===== src/rtl/uart_digit_display.sv =====
// uart_digit_display
//   Turns bytes from the UART receiver into a multi-digit entry buffer and
//   drives a time-multiplexed 7-segment display with the committed value.
//   Typed digits shift in from the right, CR commits, BS deletes the last
//   digit, 'C'/'c' clears the entry, LF is ignored, and anything else is
//   rejected with a one-cycle err pulse.
//
// Parameters
//   NUM_DIGITS  number of display digits (2..8)
//   SCAN_DIV    clk cycles each digit stays enabled (>=2)
//
// Ports
//   clk        system clock, all logic on posedge
//   reset_n    synchronous active-low reset
//   rx_data    received byte, stable while rx_valid is high
//   rx_valid   byte-ready level from the UART RX; only its rising edge counts
//   seg        active-high segment pattern of the enabled digit
//   digit_en   one-hot digit enable, bit 0 = rightmost digit
//   value_bcd  committed value, BCD, digit i at [4i+3:4i]
//   err        one-cycle pulse when a byte is rejected
//
// Build option
//   LEADING_ZERO_BLANK_EN  when defined, zero digits above the highest
//   non-zero digit are blanked; digit 0 is always shown.

module uart_digit_display #(
  parameter int NUM_DIGITS = 4,
  parameter int SCAN_DIV   = 27000
) (
  input  logic                    clk,
  input  logic                    reset_n,
  input  logic [7:0]              rx_data,
  input  logic                    rx_valid,
  output logic [6:0]              seg,
  output logic [NUM_DIGITS-1:0]   digit_en,
  output logic [4*NUM_DIGITS-1:0] value_bcd,
  output logic                    err
);

  localparam int VW     = 4 * NUM_DIGITS;
  localparam int IDX_W  = $clog2(NUM_DIGITS);
  localparam int CNT_W  = $clog2(NUM_DIGITS + 1);
  localparam int SCAN_W = $clog2(SCAN_DIV);

  typedef enum logic {
    P_IDLE,
    P_DECODE
  } parseState_t;

  // ---------------------------------------------------------------- parser
  parseState_t      state, stateNext;
  logic             rxValidQ;
  logic             rxEdge;
  logic [7:0]       byteQ, byteNext;
  logic [VW-1:0]    entry, entryNext;
  logic [CNT_W-1:0] count, countNext;
  logic [VW-1:0]    valueNext;
  logic             errNext;
  logic             isDigit;

  assign rxEdge = rx_valid && !rxValidQ;

  // Raw 0x08 is backspace, so the raw digit range effectively excludes it;
  // the BS test below is ordered ahead of the digit test for that reason.
  assign isDigit = ((byteQ[7:4] == 4'h3) || (byteQ[7:4] == 4'h0)) &&
                   (byteQ[3:0] <= 4'h9);

  always_ff @(posedge clk) begin
    if (!reset_n) begin
      state     <= P_IDLE;
      rxValidQ  <= 1'b1;
      byteQ     <= '0;
      entry     <= '0;
      count     <= '0;
      value_bcd <= '0;
      err       <= 1'b0;
    end else begin
      state     <= stateNext;
      rxValidQ  <= rx_valid;
      byteQ     <= byteNext;
      entry     <= entryNext;
      count     <= countNext;
      value_bcd <= valueNext;
      err       <= errNext;
    end
  end

  always_comb begin
    stateNext = state;
    byteNext  = byteQ;
    entryNext = entry;
    countNext = count;
    valueNext = value_bcd;
    errNext   = 1'b0;
    case (state)
      P_IDLE: begin
        if (rxEdge) begin
          byteNext  = rx_data;
          stateNext = P_DECODE;
        end
      end
      P_DECODE: begin
        stateNext = P_IDLE;
        if (byteQ == 8'h08) begin
          if (count == '0) begin
            errNext = 1'b1;
          end else begin
            entryNext = {4'h0, entry[VW-1:4]};
            countNext = count - 1'b1;
          end
        end else if (isDigit) begin
          if (count < CNT_W'(NUM_DIGITS)) begin
            entryNext = {entry[VW-5:0], byteQ[3:0]};
            countNext = count + 1'b1;
          end else begin
            errNext = 1'b1;
          end
        end else if (byteQ == 8'h0D) begin
          valueNext = entry;
          entryNext = '0;
          countNext = '0;
        end else if ((byteQ == 8'h43) || (byteQ == 8'h63)) begin
          entryNext = '0;
          countNext = '0;
        end else if (byteQ != 8'h0A) begin
          errNext = 1'b1;
        end
      end
      default: stateNext = P_IDLE;
    endcase
  end

  // ------------------------------------------------------------------ scan
  logic [SCAN_W-1:0]     scanCnt;
  logic [IDX_W-1:0]      digitIdx;
  logic [3:0]            digitVal [NUM_DIGITS];
  logic [NUM_DIGITS-1:0] blank;
  logic [NUM_DIGITS-1:0] enNext;
  logic [6:0]            segNext;

  function automatic logic [6:0] segDecode(input logic [3:0] d);
    case (d)
      4'd0:    segDecode = 7'h3F;
      4'd1:    segDecode = 7'h09;
      4'd2:    segDecode = 7'h5E;
      4'd3:    segDecode = 7'h5B;
      4'd4:    segDecode = 7'h69;
      4'd5:    segDecode = 7'h73;
      4'd6:    segDecode = 7'h77;
      4'd7:    segDecode = 7'h19;
      4'd8:    segDecode = 7'h7F;
      4'd9:    segDecode = 7'h7B;
      default: segDecode = 7'h00;
    endcase
  endfunction

  always_comb begin
    for (int unsigned i = 0; i < NUM_DIGITS; i++) begin
      digitVal[i] = value_bcd[4*i +: 4];
    end
  end

`ifdef LEADING_ZERO_BLANK_EN
  // Walk from the most significant digit down; a digit is blank while no
  // non-zero digit has been seen above it. Digit 0 is never blanked.
  always_comb begin
    logic seenNz;
    seenNz = 1'b0;
    blank  = '0;
    for (int unsigned k = 0; k < NUM_DIGITS; k++) begin
      if (value_bcd[4*(NUM_DIGITS-1-k) +: 4] != 4'h0) begin
        seenNz = 1'b1;
      end
      if ((k != NUM_DIGITS - 1) && !seenNz) begin
        blank[NUM_DIGITS-1-k] = 1'b1;
      end
    end
  end
`else
  assign blank = '0;
`endif

  assign enNext  = {{(NUM_DIGITS-1){1'b0}}, 1'b1} << digitIdx;
  assign segNext = blank[digitIdx] ? 7'h00 : segDecode(digitVal[digitIdx]);

  // seg and digit_en are registered together so both switch on one edge.
  always_ff @(posedge clk) begin
    if (!reset_n) begin
      scanCnt  <= '0;
      digitIdx <= '0;
      digit_en <= '0;
      seg      <= '0;
    end else begin
      if (scanCnt == SCAN_W'(SCAN_DIV - 1)) begin
        scanCnt  <= '0;
        digitIdx <= (digitIdx == IDX_W'(NUM_DIGITS - 1)) ? '0 : digitIdx + 1'b1;
      end else begin
        scanCnt <= scanCnt + 1'b1;
      end
      digit_en <= enNext;
      seg      <= segNext;
    end
  end

endmodule


===== config.mk =====
export PLATFORM = sky130hd
export DESIGN_NAME = uart_digit_display
export DESIGN_NICKNAME = d
export VERILOG_FILES = /design/src/rtl/uart_digit_display.sv
export SDC_FILE = /design/constraint.sdc
export NUM_CORES = 1
export LEC_CHECK = 0
export ABC_CLOCK_PERIOD_IN_PS = 2780
export CORE_MARGIN = 3
export CORE_UTILIZATION = 45
export DETAILED_ROUTE_END_ITERATION = 10
export PLACE_DENSITY = 0.66
export SYNTH_ARGS = -nofsm -noshare
export SYNTH_HDL_FRONTEND = slang
export SYNTH_SLANG_ARGS = --single-unit

===== constraint.sdc =====
create_clock -name clk -period 2.78 [get_ports clk]
set_input_delay 0.417 -clock clk [delete_from_list [all_inputs] [get_ports clk]]
set_output_delay 0.417 -clock clk [all_outputs]
set_load 0.05 [all_outputs]

==> results.md, run 1 <==
GRT:
- In the global route stage, overall resource usage came out at 0.171.
- For met2 alone, demand over resource in global routing was 0.276.
- In the global route stage, met1 resource usage came out at 0.221.
- The global-route wire length before repair is 11.7 mm.
- The number of global-route vias before repair is 2485.
- Summed over all layers, the global routing overflow is 0.
- The initial antenna violation count is 0.
- Entering global routing, the biggest net connects 34 pins.
- The most used routing layer in global routing is met2.
- The met3 routing resource usage after global routing is 0.0459.

Worst hold path:
- For hold timing, the worst endpoint is scanCnt[0]$_SDFF_PP0_.
- In this run the most critical hold path is launched from scanCnt[0]$_SDFF_PP0_.
- The class of the tightest hold or removal check is register to register.
- Along the worst hold path, the cell count comes to 1.

Placement:
- The number of buffers inserted by port buffering is 38.
- The half-perimeter wire length of the detailed placement result is 4.88 mm.
- The total instance count after detailed placement is 508.
- The routability-driven placement congestion ratio is 0.861.
- Before CTS, the worst setup slack after placement is 0.421 ns.

Floorplanning:
- Measured along the x axis, the die boundary spans 91.8 um.
- The area of the core is 6940 um^2.
- The die footprint is 8420 um^2.
- The initial utilization of the core area, before any placement, comes to 0.477.
- The total I/O pin count is 39.
- In this run the core area contains 30 standard-cell rows.
- The vertical extent of the die is 91.8 um.

Timing:
- The final-layout worst hold slack is 0.461 ns.
- The final hold violation count came to 0.
- The worst clock skew on the final layout is 0.0114 ns.
- The worst setup slack after layout is 0.407 ns.
- The final count of pins violating max slew came to 0.
- After routing, the total negative slack on setup checks comes to 0 ns.
- Setup repair after global routing left no endpoint under its margin.
- The maximum frequency from static timing analysis is 0.421 GHz.
- The relative slew slack is 0.577.
- The period utilization is 0.853.
- The shortest clock period the worst path allows after layout is 2.37 ns.
- The setup-violating endpoint count in the final report is 0.
- At the pin with the least slew margin, the transition time is 0.629 ns.

Drt:
- The mean routed wirelength per cell is 13.1 um.
- The DRC violation total after the first TritonRoute iteration is 117.
- The final route contains 2725 vias.
- The sum of routed wire length over all layers is 6.86 mm.
- For this run, design rule violations remaining after detail routing come to 0.
- The number of routed nets with antenna violations is 0.
- The number of optimization iterations in the first detailed-route pass is 4.
- The detail-routed via count per cell is 5.20.

Clocking:
- The TritonCTS sink count is 74.
- After clock tree synthesis, the clock-pin slew on the worst setup and hold paths is 0.08 ns.
- Once the clock tree was built, the setup fixing pass inserted 0 buffers.
- The buffer cell driving the clock tree root is sky130_fd_sc_hd__clkbuf_8.
- The clock insertion delay at the later pin of the skew report is 0.34 ns.
- The clock passes through at most 2 buffers.
- The H-tree depth is 3.
- The hold buffer count at CTS is 0.
- In this run, post-CTS repair resized a total of 0 instances.
- Buffers inserted during clock tree synthesis total 9.
- The clock tree from TritonCTS is done.

Worst setup path:
- The worst setup path is captured at a register.
- The data required time of the critical path is 3.05 ns.
- The endpoint of the lowest-slack register-to-register path is entry[14]$_SDFFE_PN0P_.
- The register-to-register setup slack is 0.41 ns.
- The type of the setup path with the least slack is register to register.
- The worst reg-to-reg path cell count is 6.
- The category of the worst setup path launch point is a register.
- The biggest fanout along the worst timing path is 14.
- The startpoint identified for the worst register-to-register timing path is byteQ[3]$_SDFFE_PN0P_.
- STA puts the critical path data arrival time at 2.64 ns.

Final layout:
- In the final layout, the share of cells above drive strength 1 is 0.0818.
- After the flow finishes, the layout carries non-filler instances totaling 524.
- The post-layout net count is 445.
- Fill cells in the final layout number 629.
- The count of inserted antenna diode cells is 0.
- From synthesis to final layout, the design area changed by 20.4%.

Power and ir drop:
- The analysis attributes to cell leakage a power of 0.00138 uW.
- Power spread over the standard cell area amounts to 515 nW/um^2.
- The worst-case IR drop observed on VDD is 0.000273 V.

Yosys:
- Among all flip-flop cells after synthesis, the most frequent one is sky130_fd_sc_hd__dfxtp_1.
- Yosys printed 0 warnings.
- The average footprint of a synthesized cell is 8.58 um^2.
- The number of nets produced by synthesis is 408.
- The number of different library cells in the post-synthesis netlist is 39.
- The part of the Yosys area used for sequential elements is 0.447.
- Synthesis produced a netlist whose cell count is 386.
- Summing every instance area after synthesis gives 3310 um^2.
- The number of enable flip-flop cells after synthesis is 0.
- The synthesized flop and latch total is 74.
- Of all flip-flops after synthesis, the portion carrying an async set or reset was 0.

Status:
- The flow ran to the end, and the final reports show no timing, DRC or antenna violations.

Flow run:
- The tool flagged a number of max-cap violations equal to 0.
[how the worst max path moves through the flow]
stage | slack, ns | end | cells past startpoint | startpoint
after floorplan | 0.53 | value_bcd[0]$_SDFFE_PN0P_ | 7 | byteQ[1]$_SDFFE_PN0P_
after global placement | 0.50 | entry[14]$_SDFFE_PN0P_ | 6 | byteQ[3]$_SDFFE_PN0P_
after detailed placement | 0.42 | entry[14]$_SDFFE_PN0P_ | 6 | byteQ[3]$_SDFFE_PN0P_
after CTS | 0.40 | entry[14]$_SDFFE_PN0P_ | 6 | byteQ[3]$_SDFFE_PN0P_
after global routing | 0.27 | entry[14]$_SDFFE_PN0P_ | 6 | byteQ[3]$_SDFFE_PN0P_
final | 0.41 | entry[14]$_SDFFE_PN0P_ | 6 | byteQ[3]$_SDFFE_PN0P_
[worst max-delay path, cell delays in order, from the launching register on]
cell and delay (ns):
sky130_fd_sc_hd__dfxtp_1 0.43, sky130_fd_sc_hd__or4b_4 0.51, sky130_fd_sc_hd__or4_4 0.54, sky130_fd_sc_hd__a31oi_4 0.15
sky130_fd_sc_hd__and2_1 0.30, sky130_fd_sc_hd__buf_12 0.18, sky130_fd_sc_hd__mux2i_1 0.17
[cells by family after synthesis]
family,count (synthesis),share of synthesized area
fa+ha+maj,11,0.0416
mux,19,0.0729
compound gates,66,0.124
buf+inv,36,0.0491
xor+xnor,14,0.0370
simple gates,166,0.228
flops,74,0.447
[power breakdown]
part	switching (uW)	leakage, uW	total, uW	internal, uW
Clock	385	0.0000893	797	412
Sequential	18.4	0.000601	1100	1080
Combinational	95.1	0.000692	157	62.4
Total	498	0.00138	2050	1560
[routing by layer]
layer,up-vias,share of wire
li1,1404,-
met1,1254,0.48
met2,58,0.46
met3,9,0.043
met4,0,0.013
met5,-,0
[stage by stage]
stage                     area [um^2]  power (uW)   util
after floorplan                  3310        1230      -
after CTS                        3990        2080  0.574
final                            3990        2050  0.574
after detailed placement         3800        1280  0.547
after global routing             3990        2150  0.574
after global placement           3800        1280  0.547
[state kept, by name, summed over array words and instances, names as in the netlist]
| signal | count |
|---|---|
| entry | 16 |
| value_bcd | 16 |
| scanCnt | 15 |
| byteQ | 8 |
| seg | 7 |
| digit_en | 4 |
| count | 3 |
| digitIdx | 2 |
| err | 1 |
| rxValidQ | 1 |
| state | 1 |
[cell usage in the layout, fill, tap and decap left out, types with 9 or more instances in the layout]
cell type,n
sky130_fd_sc_hd__a21oi_1,41
sky130_fd_sc_hd__a311oi_1,9
sky130_fd_sc_hd__clkbuf_8,9
sky130_fd_sc_hd__clkdlybuf4s50_1,38
sky130_fd_sc_hd__dfxtp_1,74
sky130_fd_sc_hd__ha_1,11
sky130_fd_sc_hd__inv_1,14
sky130_fd_sc_hd__mux2i_1,14
sky130_fd_sc_hd__nand2_1,54
sky130_fd_sc_hd__nand3_1,22
sky130_fd_sc_hd__nor2_1,55
[cell usage after synthesis, drive strengths merged (3+ instances only)]
library cell / n / share of area
xor2: 8 / 0.021
nor2: 55 / 0.062
nand2: 54 / 0.061
and2: 3 / 0.0057
a311oi: 9 / 0.024
xnor2: 6 / 0.016
nor4: 3 / 0.0057
a31oi: 4 / 0.012
clkbuf: 16 / 0.018
buf: 6 / 0.015
nor3b: 3 / 0.0068
a211oi: 5 / 0.011
nor3: 5 / 0.0076
inv: 14 / 0.016
mux2i: 14 / 0.042
dfxtp: 74 / 0.45
and3: 6 / 0.011
ha: 11 / 0.042
nand4: 4 / 0.0076
a21oi: 41 / 0.062
mux4: 4 / 0.027
nand3: 22 / 0.033
[final cells by class]
class | instances | area [um^2] | share of cell area
multi-input combinational | 276 | 1670 | 0.418
tap | 96 | 120 | 0.0301
sequential | 74 | 1480 | 0.372
inverter | 14 | 52.6 | 0.0132
clock inverter | 5 | 55.1 | 0.0138
clock buffer | 11 | 131 | 0.0329
timing repair buffer | 48 | 480 | 0.120
No activity file was read; power rests on OpenSTA's default activity.
==> inputs of run 2 (changes only) <==
CORE_ASPECT_RATIO = 1.1   (was unset)
==> run 2 against run 1 <==
  * Sequential share of layout area is essentially flat
  * First-iteration DRC count increased by 15%
  * Worst setup slack better by 0.035 ns
  * Non-clock buffer count up 2
  * Clock power increased by 3.6%
  * Power grew 1.4%
  * Hold slack improved by 0.0060 ns
  * Largest cell class unchanged
  * Largest power group unchanged
==> results.md, run 2 (synthesis gave the netlist of run 1 again) <==
Clocking:
- Clock tree synthesis found a total of 74 sinks.
- The clock-pin transition on the worst setup and hold timing paths is 0.07 ns.
- The buffer cell driving the clock tree root is sky130_fd_sc_hd__clkbuf_8.
- Clock tree synthesis inserted a total of 9 buffers.
- TritonCTS built the clock tree.
- The buffer count from post-CTS setup fixing is 0.
- No sink is reached through more buffers than the 2 on the longest clock path.
- The clock insertion delay at the later pin of the skew report is 0.35 ns.
- The number of hold buffers added after CTS was 0.
- The H-tree depth is 3.
- Gates resized during post-CTS repair numbered 0.

Floorplanning:
- The floorplan has 32 rows.
- The initial utilization of the core area, before any placement, comes to 0.467.
- The total I/O pin count is 39.
- The horizontal die dimension is 87.8 um.
- From bottom edge to top edge, the die measures 96.0 um.
- The die footprint is 8420 um^2.
- The area of the core is 7090 um^2.

Worst setup path:
- The data required time of the critical path is 3.02 ns.
- STA classifies the critical path endpoint as a register.
- Walking the worst path, the cells encountered are or4b_4, or4_4, a31oi_4, buf_4, a21oi_1, a311oi_1.
- The category of the worst setup path launch point is a register.
- The critical path ends at entry[7]$_SDFFE_PN0P_.
- The cell class contributing the biggest share of worst-path delay is simple AND/OR/NAND/NOR gates.
- The critical path's slowest cell is sky130_fd_sc_hd__or4_4.
- The endpoint of the lowest-slack register-to-register path is entry[7]$_SDFFE_PN0P_.
- The number of cells on the critical path is 6.
- The critical path's largest stage delay is 0.54 ns.
- The data arrival time of the critical path is 2.58 ns.
- The most critical setup path has its startpoint at byteQ[3]$_SDFFE_PN0P_.
- The setup check on the worst reg-to-reg path leaves a slack of 0.44 ns.
- The critical path buffer and inverter count is 1.
- The type of the setup path with the least slack is register to register.
- Counting cells, the worst reg-to-reg path comes to 6.
- The launch point of the worst reg-to-reg path is byteQ[3]$_SDFFE_PN0P_.
- In this run the worst path has a maximum fanout of 14.

Power and ir drop:
- The share of total power dissipated in sequential elements is 0.528.
- The static leakage is 0.00140 uW.
- In this run the power density over the cells is 523 nW/um^2.
- The worst ir drop on vdd is 0.000270 V.
- The cell internal power dissipation is 1580 uW.
- Summed over all nets, the switching power comes to 504 uW.
- After layout, the design draws a total of 2080 uW.
- Of the total power, combinational logic draws 0.075.
- The clock group share of total power is 0.396.
- Of the total power, the share spent switching nets is 0.242.

Final layout:
- The post-layout net count is 447.
- Once layout is done, the placed cells without fillers occupy 3990 um^2.
- The largest registers in the layout are entry x16, value_bcd x16, scanCnt x15.
- 0 antenna diodes ended up in the layout.
- The most common cell after layout, fill and taps aside is sky130_fd_sc_hd__dfxtp_1.
- From synthesis to final layout, the design area changed by 20.4%.
- Leaving out fill and tap cells, the most frequent cells in the layout are sky130_fd_sc_hd__dfxtp_1, sky130_fd_sc_hd__nor2_1, sky130_fd_sc_hd__nand2_1, sky130_fd_sc_hd__a21oi_1, sky130_fd_sc_hd__clkdlybuf4s50_1.
- Of the cells placed in the final design, the portion with a size suffix greater than 1 is 0.0884.

Drt:
- For this run, the detailed router's first-pass iteration total came to 4.
- Once detail routing completed, the nets flagged for antenna violations numbered 0.
- For this run, design rule violations remaining after detail routing come to 0.
- The mean routed wirelength per cell is 13.5 um.
- In the routed layout, each cell is associated on average with a via count of 5.34.
- The routed design has 6.93 mm of wire.
- The DRC violation total after the first TritonRoute iteration is 134.
- The routed layout has 2749 vias.

Worst hold path:
- The class of the tightest hold or removal check is register to register.

Timing:
- At the pin with the least slew margin, the transition time is 0.576 ns.
- The maximum frequency from static timing analysis is 0.428 GHz.
- Setup repair after global routing left no endpoint under its margin.
- The relative slew slack is 0.616.
- The period utilization is 0.841.
- The final count of pins violating max slew is 0.
- The worst path needs 2.34 ns of the cycle, external delays included.
- The worst clock skew on the final layout is 0.0119 ns.
- The final-layout worst hold slack is 0.467 ns.
- Setup violations remaining at the end of the flow were counted as 0.
- In the final timing run, aggregate negative setup slack is 0 ns.
- The final hold violation count is 0.
- The worst setup slack after layout is 0.443 ns.

GRT:
- The initial antenna violation count is 0.
- The aggregate global-route resource usage is 0.176.
- The final global-route overflow total is 0.
- The global-route wire length before repair is 11.6 mm.
- The maximum number of pins on one net before global-route repair is 40.
- The number of global-route vias before repair is 2537.

Status:
- The flow ran to the end, and the final reports show no timing, DRC or antenna violations.

Placement:
- The half-perimeter wire length of the detailed placement result is 4.90 mm.
- OpenSTA, run right after detailed placement, puts the worst setup slack at 0.515 ns.
- Routability-driven placement finished with a final weighted congestion of 0.857.
- The count of buffers added on input and output ports is 38.
- The standard cell area after detailed placement is 3790 um^2.

Flow run:
- Max-cap violations in this run came to 0.
run 2: how the worst min path moves through the flow:
| stage | start | to | slack (ns) | cells past startpoint |
|---|---|---|---|---|
| 2_1_floorplan | scanCnt[0]$_SDFF_PP0_ | scanCnt[0]$_SDFF_PP0_ | 0.43 | 1 |
| 3_3_place_gp | scanCnt[0]$_SDFF_PP0_ | scanCnt[0]$_SDFF_PP0_ | 0.44 | 1 |
| 3_5_place_dp | scanCnt[0]$_SDFF_PP0_ | scanCnt[0]$_SDFF_PP0_ | 0.46 | 1 |
| 4_1_cts | value_bcd[14]$_SDFFE_PN0P_ | value_bcd[14]$_SDFFE_PN0P_ | 0.47 | 2 |
| 5_1_grt | value_bcd[14]$_SDFFE_PN0P_ | value_bcd[14]$_SDFFE_PN0P_ | 0.49 | 2 |
| 6_report | value_bcd[14]$_SDFFE_PN0P_ | value_bcd[14]$_SDFFE_PN0P_ | 0.47 | 2 |
run 2: tightest hold or removal path: cells and delay by family, from the launching register on:
family	cells	cell delay (ns)
compound gates	1	0.05
simple gates	1	0.06
flops	1	0.32
run 2: power groups by stage:
stage	combinational, uW	sequential (uW)	clock [uW]
5_1_grt	173	1100	873
3_3_place_gp	154	1120	0
6_report	157	1100	826
3_5_place_dp	157	1130	0
2_1_floorplan	88.4	1140	0
4_1_cts	158	1100	838
run 2: per-layer routing:
layer | routed length (um) | global-route usage | vias to the layer above
met5 | 0 | 0 | -
met4 | 145 | 0.0908 | 0
met3 | 256 | 0.0283 | 15
met2 | 3240 | 0.288 | 51
met1 | 3290 | 0.223 | 1275
li1 | - | - | 1408
run 2: metrics by stage:
stage,instances,util
detailed placement,499,0.535
floorplan,386,-
global placement,499,0.535
CTS,515,0.562
finish,515,0.562
global route,515,0.562
run 2: area by class of cell:
class / instances / area, um^2
multi-input cells: 276 / 1670
repair buffers: 50 / 483
fillers: 667 / 3100
inverters: 14 / 52.6
clock buffers: 11 / 141
well taps: 85 / 106
clock inverters: 5 / 53.8
flip-flops and latches: 74 / 1480
==> inputs of run 3 (changes only) <==
ABC_CLOCK_PERIOD_IN_PS = 2200   (was 2780)
clock period = 2.2 ns   (was 2.78 ns; I/O delays follow)
==> run 3 against run 2 <==
  * Utilization is 1.8 points higher
  * Clock skew is 0.0025 ns lower
  * Final cell count is 2.3% higher
  * Global-route usage is 0.47 points higher
  * Fmax is 11% higher
  * Critical path depth stayed put
  * Sequential cell count stayed put
  * Power is 28% higher
  * Hold slack worse by 0.0069 ns
  * Critical path type unchanged
  * Cell area is 3.1% higher
  * Via count is 1.6% higher
==> results.md, run 3 (synthesis gave the netlist of run 1 again) <==
Clocking:
- The clock reaches the later pin of the worst-skew pair after 0.34 ns.
- After clock tree synthesis, the clock-pin slew on the worst setup and hold paths is 0.08 ns.
- The buffer cell driving the clock tree root is sky130_fd_sc_hd__clkbuf_8.
- In this run, CTS created clock tree buffers numbering 9.
- The buffer count from post-CTS setup fixing is 0.
- The clock drives 74 sinks.
- In this run the number of H-tree levels came out at 3.
- TritonCTS built the clock tree.
- The longest clock path from root to sink contains 2 buffers.

GRT:
- Global routing finished with a remaining overflow of 0.
- The global-route wire length before repair is 12.2 mm.
- In the global route stage, overall resource usage came out at 0.181.
- The initial antenna violation count came to 0.
- The number of global-route vias before repair is 2672.
- The maximum number of pins on one net before global-route repair is 19.

Worst setup path:
- The capturing element type of the critical path is a register.
- The category of the worst setup path launch point is a register.
- For the worst setup path, the data required time is 2.47 ns.
- For the worst setup path, the data arrival time is 2.37 ns.
- Of all nets on the critical path, the largest fanout is 9.
- The worst reg-to-reg path cell count is 6.
- The setup path with the least slack is of type register to register.

Power and ir drop:
- The worst-case IR drop observed on VDD is 0.000312 V.
- Summed over all cells, the static leakage comes to 0.00147 uW.
- The power after layout is 2660 uW.
- Dividing total power by cell area gives a power density of 648 nW/um^2.

Floorplanning:
- During I/O placement, the number of pins put on the boundary was 39.
- For this configuration, the core starts out at a cell density of 0.467.
- The vertical extent of the die is 96.0 um.
- The floorplan step defined a die boundary enclosing 8420 um^2.
- The die is 87.8 um wide.
- The row count is 32.
- The total area inside the core boundary comes to 7090 um^2.

Worst hold path:
- The tightest min-delay check is of the register to register type.
- The instance count along the most critical hold path is 1.

Final layout:
- The most common cell after layout, fill and taps aside is sky130_fd_sc_hd__dfxtp_1.
- The area growth from synthesis to layout is 24.1%.
- The final-layout fill cell count is 633.
- The largest registers in the layout are entry x16, value_bcd x16, scanCnt x15.
- In the final layout, the share of cells above drive strength 1 is 0.118.
- The number of antenna diodes in the final layout is 0.
- In the layout the commonest cells are sky130_fd_sc_hd__dfxtp_1, sky130_fd_sc_hd__nor2_1, sky130_fd_sc_hd__nand2_1, sky130_fd_sc_hd__a21oi_1, sky130_fd_sc_hd__clkdlybuf4s50_1.
- At the end of the flow, the number of nets in the layout was 459.
- The cell area after layout is 4110 um^2.

Drt:
- The detail-routed via count per cell is 5.30.
- The number of remaining DRC errors is 0.
- The total via count in the routed design is 2792.
- The number of routed nets with antenna violations is 0.
- For this run, the detailed router's first-pass iteration total came to 4.
- Dividing the detail-routed wire length by the instance count gives 13.5 um.
- The sum of routed wire length over all layers is 7.10 mm.
- For this block, the initial DRC count from the detailed router was 83.

Timing:
- Headroom to the max-slew limit came out at 0.632.
- The worst clock skew on the final layout is 0.00939 ns.
- The transition time at the pin with the least slew margin is 0.552 ns.
- After layout, the worst setup slack is 0.0936 ns.
- The setup-violating endpoint count in the final report is 0.
- The final count of pins violating max slew is 0.
- The worst path in the final design needs a cycle of 2.11 ns, including I/O delays and setup.
- The period utilization is 0.957.
- The maximum frequency from static timing analysis is 0.475 GHz.
- The final hold violation count was 0.
- Across all hold checks on the routed design, the worst slack comes to 0.460 ns.

Placement:
- Routability-driven placement finished with a final weighted congestion of 0.829.
- The number of buffers inserted by port buffering is 38.
- Summed over all nets, the half-perimeter wirelength after detailed placement is 5.12 mm.
- The standard cell area after detailed placement is 3880 um^2.
- OpenSTA, run right after detailed placement, puts the worst setup slack at 0.0507 ns.

Flow run:
- The count of maximum capacitance violations is 0.

Status:
- The flow ran to the end, and the final reports show no timing, DRC or antenna violations.
## run 3: metrics by stage
step | utilization | instances | TNS [ns]
floorplan | - | 386 | 0
global placement | 0.547 | 510 | 0
detailed placement | 0.547 | 510 | 0
CTS | 0.575 | 526 | 0
global route | 0.580 | 527 | -0.00211
finish | 0.580 | 527 | 0
## run 3: layer usage
metal | GRT usage | wire (um) | vias to the layer above
li1 | - | - | 1426
met1 | 0.221 | 3280 | 1308
met3 | 0.0308 | 180 | 15
met5 | 0 | 0 | -
met2 | 0.308 | 3470 | 43
met4 | 0.0831 | 177 | 0
## run 3: repair_timing
| action | 4_1_cts | 5_1_grt |
|---|---|---|
| gates resized for setup | 0 | 3 |
| endpoints found under the setup margin | 0 | 13 |
| hold buffers | 0 | 0 |
## run 3: worst paths after layout
check / startpoint / endpoint / slack, ns
setup / recovery: byteQ[1]$_SDFFE_PN0P_ / entry[12]$_SDFFE_PN0P_ / 0.09
hold / removal: scanCnt[0]$_SDFF_PP0_ / scanCnt[0]$_SDFF_PP0_ / 0.46
setup reg to reg: byteQ[1]$_SDFFE_PN0P_ / entry[12]$_SDFFE_PN0P_ / 0.09
hold reg to reg: scanCnt[0]$_SDFF_PP0_ / scanCnt[0]$_SDFF_PP0_ / 0.46
## run 3: where the power goes
part	switching, uW	internal [uW]	leakage, uW
combinational	127	95.4	0.000770
sequential	20.8	1370	0.000601
clock	498	556	0.0000966
## run 3: final cells by class
| cell class | count | area, um^2 | area share |
|---|---|---|---|
| multi-input combinational | 276 | 1680 | 0.409 |
| tap | 85 | 106 | 0.0259 |
| inverter | 14 | 52.6 | 0.0128 |
| timing repair buffer | 62 | 594 | 0.145 |
| clock inverter | 4 | 51.3 | 0.0125 |
| sequential | 74 | 1480 | 0.360 |
| clock buffer | 12 | 145 | 0.0353 |
## run 3: worst max-delay path: stages (launching register included)
cell and delay [ns]:
sky130_fd_sc_hd__dfxtp_1 0.32, sky130_fd_sc_hd__or4b_4 0.55, sky130_fd_sc_hd__or4_4 0.47, sky130_fd_sc_hd__a31oi_4 0.17, sky130_fd_sc_hd__and2_4 0.20, sky130_fd_sc_hd__buf_12 0.13
sky130_fd_sc_hd__mux2i_1 0.17
